`src/rtl/tt_ovi_issue_ctrl.sv`:
```
// OVI issue-side controller: credit release/return, in-order sb_id tracking between
// pipeline accept and commit, intake throttling and sticky protocol error flags.
module tt_ovi_issue_ctrl #(
    parameter int unsigned CREDITS  = 16,
    parameter int unsigned INFLIGHT = 8,
    parameter int unsigned SBID_W   = 5,
    localparam int unsigned CNT_W   = $clog2(INFLIGHT + 1)
) (
    input  logic              i_clk,
    input  logic              i_reset,
    input  logic              i_issue_valid,
    output logic              o_issue_credit,
    input  logic              i_inq_pop,
    input  logic [SBID_W-1:0] i_inq_sb_id,
    output logic              o_inq_pop_en,
    input  logic              i_commit_valid,
    output logic              o_completed_valid,
    output logic [SBID_W-1:0] o_completed_sb_id,
    output logic [CNT_W-1:0]  o_inflight_cnt,
    output logic              o_credit_err,
    output logic              o_track_err
);

    localparam int unsigned PTR_W  = (INFLIGHT > 1) ? $clog2(INFLIGHT) : 1;
    localparam int unsigned CRED_W = $clog2(CREDITS + 1);

    localparam logic ST_INIT = 1'b0;
    localparam logic ST_RUN  = 1'b1;

    // Credit FSM state
    logic              state_q, state_d;
    logic [CRED_W-1:0] init_cnt_q, init_cnt_d;
    logic [CRED_W-1:0] ret_cnt_q, ret_cnt_d;
    logic [CRED_W-1:0] core_cred_q, core_cred_d;
    logic              credit_q, credit_d;
    logic              ret_dec;
    logic              credit_err_q, credit_err_set;
    logic              issue_take;

    // Tracker state
    logic [SBID_W-1:0] trk_mem [INFLIGHT];
    logic [PTR_W-1:0]  wptr_q, wptr_d;
    logic [PTR_W-1:0]  rptr_q, rptr_d;
    logic [CNT_W-1:0]  count_q, count_d;
    logic              trk_full, trk_empty;
    logic              push_ok, pop_ok;
    logic              track_err_q, track_err_set;
    logic              cmpl_valid_q;
    logic [SBID_W-1:0] cmpl_sb_id_q, cmpl_sb_id_d;

    // Credit release and return
    always_comb begin
        state_d    = state_q;
        init_cnt_d = init_cnt_q;
        credit_d   = 1'b0;
        ret_dec    = 1'b0;
        if (state_q == ST_INIT) begin
            credit_d   = 1'b1;
            init_cnt_d = init_cnt_q + CRED_W'(1);
            if (init_cnt_q == CRED_W'(CREDITS - 1)) begin
                state_d = ST_RUN;
            end
        end else begin
            credit_d = (ret_cnt_q != '0);
            ret_dec  = credit_d;
        end
        // Pops during INIT accumulate here and drain once RUN starts.
        ret_cnt_d = ret_cnt_q + CRED_W'(i_inq_pop) - CRED_W'(ret_dec);
    end

    // Core-held credits: a pulse visible this cycle already belongs to the core.
    always_comb begin
        credit_err_set = i_issue_valid && (core_cred_q == '0) && !credit_q;
        issue_take     = i_issue_valid && !credit_err_set;
        core_cred_d    = core_cred_q + CRED_W'(credit_q) - CRED_W'(issue_take);
    end

    // Tracker bookkeeping
    always_comb begin
        trk_full      = (count_q == CNT_W'(INFLIGHT));
        trk_empty     = (count_q == '0);
        push_ok       = i_inq_pop && !trk_full;
        pop_ok        = i_commit_valid && !trk_empty;
        track_err_set = (i_inq_pop && trk_full) || (i_commit_valid && trk_empty);
        wptr_d        = push_ok ? wptr_q + PTR_W'(1) : wptr_q;
        rptr_d        = pop_ok ? rptr_q + PTR_W'(1) : rptr_q;
        count_d       = count_q + CNT_W'(push_ok) - CNT_W'(pop_ok);
        cmpl_sb_id_d  = pop_ok ? trk_mem[rptr_q] : cmpl_sb_id_q;
    end

    always_ff @(posedge i_clk) begin
        if (i_reset) begin
            state_q      <= ST_INIT;
            init_cnt_q   <= '0;
            ret_cnt_q    <= '0;
            core_cred_q  <= '0;
            credit_q     <= 1'b0;
            credit_err_q <= 1'b0;
            wptr_q       <= '0;
            rptr_q       <= '0;
            count_q      <= '0;
            track_err_q  <= 1'b0;
            cmpl_valid_q <= 1'b0;
            cmpl_sb_id_q <= '0;
        end else begin
            state_q      <= state_d;
            init_cnt_q   <= init_cnt_d;
            ret_cnt_q    <= ret_cnt_d;
            core_cred_q  <= core_cred_d;
            credit_q     <= credit_d;
            credit_err_q <= credit_err_q | credit_err_set;
            wptr_q       <= wptr_d;
            rptr_q       <= rptr_d;
            count_q      <= count_d;
            track_err_q  <= track_err_q | track_err_set;
            cmpl_valid_q <= pop_ok;
            cmpl_sb_id_q <= cmpl_sb_id_d;
        end
    end

    // Entry storage needs no reset: reads are gated by count.
    always_ff @(posedge i_clk) begin
        if (push_ok) begin
            trk_mem[wptr_q] <= i_inq_sb_id;
        end
    end

    assign o_issue_credit    = credit_q;
    assign o_inq_pop_en      = !trk_full;
    assign o_completed_valid = cmpl_valid_q;
    assign o_completed_sb_id = cmpl_sb_id_q;
    assign o_inflight_cnt    = count_q;
    assign o_credit_err      = credit_err_q;
    assign o_track_err       = track_err_q;

endmodule

```
`config.mk`:
```
export PLATFORM = sky130hd
export DESIGN_NAME = tt_ovi_issue_ctrl
export DESIGN_NICKNAME = d
export VERILOG_FILES = /design/src/rtl/tt_ovi_issue_ctrl.sv
export SDC_FILE = /design/constraint.sdc
export NUM_CORES = 1
export LEC_CHECK = 0
export ABC_AREA = 1
export CORE_ASPECT_RATIO = 0.7
export CORE_MARGIN = 5
export CORE_UTILIZATION = 53
export CTS_BUF_LIST = sky130_fd_sc_hd__clkbuf_16
export DETAILED_ROUTE_END_ITERATION = 16
export PLACE_DENSITY_LB_ADDON = 0.2
export SLEW_MARGIN = 20
export SYNTH_ARGS = -nofsm -noshare
export SYNTH_HDL_FRONTEND = slang
export SYNTH_SLANG_ARGS = --single-unit
export TNS_END_PERCENT = 10
```
`constraint.sdc`:
```
create_clock -name i_clk -period 2.04 [get_ports i_clk]
set_clock_uncertainty 0.1 [all_clocks]
set_input_delay 0.306 -clock i_clk [delete_from_list [all_inputs] [get_ports i_clk]]
set_output_delay 0.306 -clock i_clk [all_outputs]
set_load 0.005 [all_outputs]
```
==> flow_summary.ini, run 1 <==
[die]
start_util_pct = 55.40
die_w_um = 107.0
die_area_um2 = 8341
pin_count = 24
rows = 24
coreArea_um2 = 6306
die_height_um = 77.93

[power]
power.density_nw_per_um2 = 1264
pwr-share-comb_pct = 39.0
total_power_uw = 5898
p_int_uw = 4011
switching_power_uw = 1886
sw_frac_of_total_pct = 31.98
ir_drop_mv = 0.8534
pwr-share-seq_pct = 33.2
p_clk_share_pct = 27.9
p_leak_uw = 0.002094

[cells_and_area]
finish.net_count = 505
layout-drive-gt1-share_pct = 25.26
fin_cells = 553
multi_input_area_um2 = 1315
area_growth_syn_to_layout_pct = 33.56
fillerInstances = 436
num_antenna_cells = 0
regArea_um2 = 1908

[critical_path]
critPathMaxStageDelay_ns = 0.35
path_cells = inv_2 -> ha_4 -> inv_2 -> nor2_1 -> nand4_1 -> nand2_1 -> inv_2 -> ha_4 -> inv_2 -> ha_4 -> fa_2 -> nand2_2 -> a21oi_2 -> nor2_2 -> o21ai_1 -> a21oi_1
cp_common_cell = inv_2
critical_path.top_delay_family = adder cells
cp-end-kind = register
critical-path-slowest-cell = fa_2
critPathArrivalTime_ns = 2.60
worstSetupPathType = reg2reg
crit_path_start_kind = register
cp.required_ns = 2.19
critical_path_buf_inv_count = 4
critPathMaxFanout = 2

[global_route]
grt_max_degree = 23
grt_antenna_before_repair = 0
grt-ovfl-total = 0
grt_pass1_vias = 2806
grt_pass1_wl_um = 13680
grt_use_total_pct = 21.02

[synth]
yosys-top-cells-area = edfxtp_1, dfxtp_1, ha_1, inv_1, nand2_1
seq_area_frac_synth_pct = 54.44
yosys_warnings = 0
syn_area_um2 = 3493
synthCells = 385
yosysTopAreaCellShare_pct = 34.38
synth_seq_cells = 75
yosysTopAreaCell = edfxtp_1
avgSynthCellArea_um2 = 9.074
ys_types = 25
syn_nets = 420

[clock_tree]
clk_pin_slew_ns = 0.06
ctsHtreeMaxLevel = 3
cts_made_buffers = 9
cts.sinks = 75
ctsLongestPathBuffers = 2
cts_tree = done
clk_latency_ns = 0.33
cts-root-buf = clkbuf_16

[place]
dp.cells = 514
preCtsSetupSlack_ns = -0.5650
post-dp-hpwl_um = 5122
port_buffers = 23
gp_congestion = 0.7875

[timing]
finalHoldViolations = 0
drv_slew = 0
totalNegativeSetupSlack_ns = -1.721
maxSlewHeadroom_pct = 66.12
layout_setup_ws_ns = -0.4118
fmax_mhz = 407.9
finalCriticalPeriod_ns = 2.452
worstMarginPinSlew_ns = 0.5077
period_share_pct = 120.2
setup_violations = 7
grt_setup_unrepaired = true

[routing]
drtIter0Drc = 183
postRouteAntennaNets = 0
wire_per_inst_um = 15.14
first_pass_iters = 4
viasPerCell = 5.108
routed_wl_um = 8371
num_vias = 2825
drcViolationCount = 0

[outcome]
violations = setup timing
status = finished with violations

[worst_hold_path]
min_path_type = reg2reg

[run]
max-cap-violations = 0
## logic make-up after synthesis
logic type | count (synthesis) | synth area share [%]
AND/OR/NAND/NOR | 153 | 18.88
buffers and inverters | 91 | 10.64
flip-flops | 75 | 54.44
AO/OA/AOI/OAI | 38 | 5.695
adder cells (fa/ha/maj) | 25 | 9.599
XOR/XNOR | 3 | 0.7523
## power by group through the flow
stage / combinational, uW / sequential (uW) / clock (uW)
after floorplan: 1080 / 1960 / 0
after global placement: 1740 / 1960 / 0
after detailed placement: 1790 / 1970 / 0
after CTS: 2080 / 1950 / 1650
after global routing: 2560 / 1980 / 1730
final: 2300 / 1960 / 1640
## sequential cells by signal, indices dropped and copies added (netlist names)
register	count
core_cred_q	5
init_cnt_q	5
o_completed_sb_id	5
o_completed_valid	1
o_credit_err	1
o_inflight_cnt	4
o_issue_credit	1
o_track_err	1
ret_cnt_q	5
rptr_q	3
state_q	1
trk_mem	40
wptr_q	3
## routing by layer
metal / track usage, % / up-vias / part of all wire, %
li1: - / 1396 / -
met1: 26.69 / 1333 / 45
met2: 35.58 / 86 / 49
met3: 5.638 / 10 / 4.7
met4: 5.747 / 0 / 1.1
met5: 0 / - / 0
## worst paths after layout
check | start | end | slack [ns] | cells past startpoint
max | core_cred_q[2]$_SDFF_PP0_ | core_cred_q[4]$_SDFF_PP0_ | -0.41 | 16
min | o_credit_err$_SDFF_PP0_ | o_credit_err$_SDFF_PP0_ | 0.38 | 2
max reg2reg | core_cred_q[2]$_SDFF_PP0_ | core_cred_q[4]$_SDFF_PP0_ | -0.41 | 16
min reg2reg | o_credit_err$_SDFF_PP0_ | o_credit_err$_SDFF_PP0_ | 0.38 | 2
## cells in the final DEF (no fill, tap or decap), types with 3 or more instances in the layout
| master | instances |
|---|---|
| nand3_1 | 33 |
| buf_4 | 50 |
| nand2_2 | 11 |
| ha_1 | 16 |
| nor3_1 | 5 |
| inv_2 | 15 |
| dfxtp_1 | 30 |
| inv_1 | 67 |
| buf_6 | 11 |
| xor2_1 | 3 |
| a21oi_1 | 18 |
| o21ai_1 | 8 |
| nor2_1 | 31 |
| edfxtp_1 | 40 |
| clkdlybuf4s50_1 | 22 |
| dfxtp_2 | 5 |
| nand2_1 | 67 |
| o21ai_0 | 4 |
| ha_4 | 4 |
| clkbuf_16 | 9 |
## cell type report
cell class,instances,share of cell area (%)
clock buffer,9,4.827
clock inverter,7,1.797
inverter,81,6.517
multi-input combinational,219,28.18
sequential,75,40.90
tap,78,2.092
timing repair buffer,84,15.69
## per-stage QoR
stage	hold WS, ns	cell area, um^2	util, %
after floorplan	0.3049	3498	-
after global placement	0.3405	4044	64.13
after detailed placement	0.3463	4044	64.13
after CTS	0.3569	4583	72.68
after global routing	0.3913	4666	73.99
final	0.3765	4666	73.99
## synthesized netlist by cell type (all sizes together)
| master | count |
|---|---|
| and3 | 1 |
| inv | 81 |
| o21ai | 12 |
| nor4 | 1 |
| nor2 | 32 |
| nand2 | 78 |
| nand4 | 1 |
| fa | 3 |
| buf | 10 |
| edfxtp | 40 |
| ha | 22 |
| o22ai | 1 |
| dfxtp | 35 |
| nand3 | 35 |
| nor3 | 5 |
| xor2 | 3 |
| a21oi | 20 |
| a31oi | 4 |
| a211oi | 1 |
## timing repair
action	4_1_cts	5_1_grt
endpoints found under the setup margin	9	13
gates resized for setup	27	13
setup buffers	21	3
hold buffers	0	0
pin swaps	9	8
## tightest hold or removal path, stage by stage (launching register included)
cell	delay (ns)
dfxtp_1	0.31
inv_1	0.07
a21oi_2	0.05
No activity file was read; power rests on OpenSTA's default activity.
==> run 2, diff against run 1 <==
- CTS_CLUSTER_SIZE: default -> 12
==> results of run 2 <==
The final DEF is identical to that of run 1; final timing and power are the same.
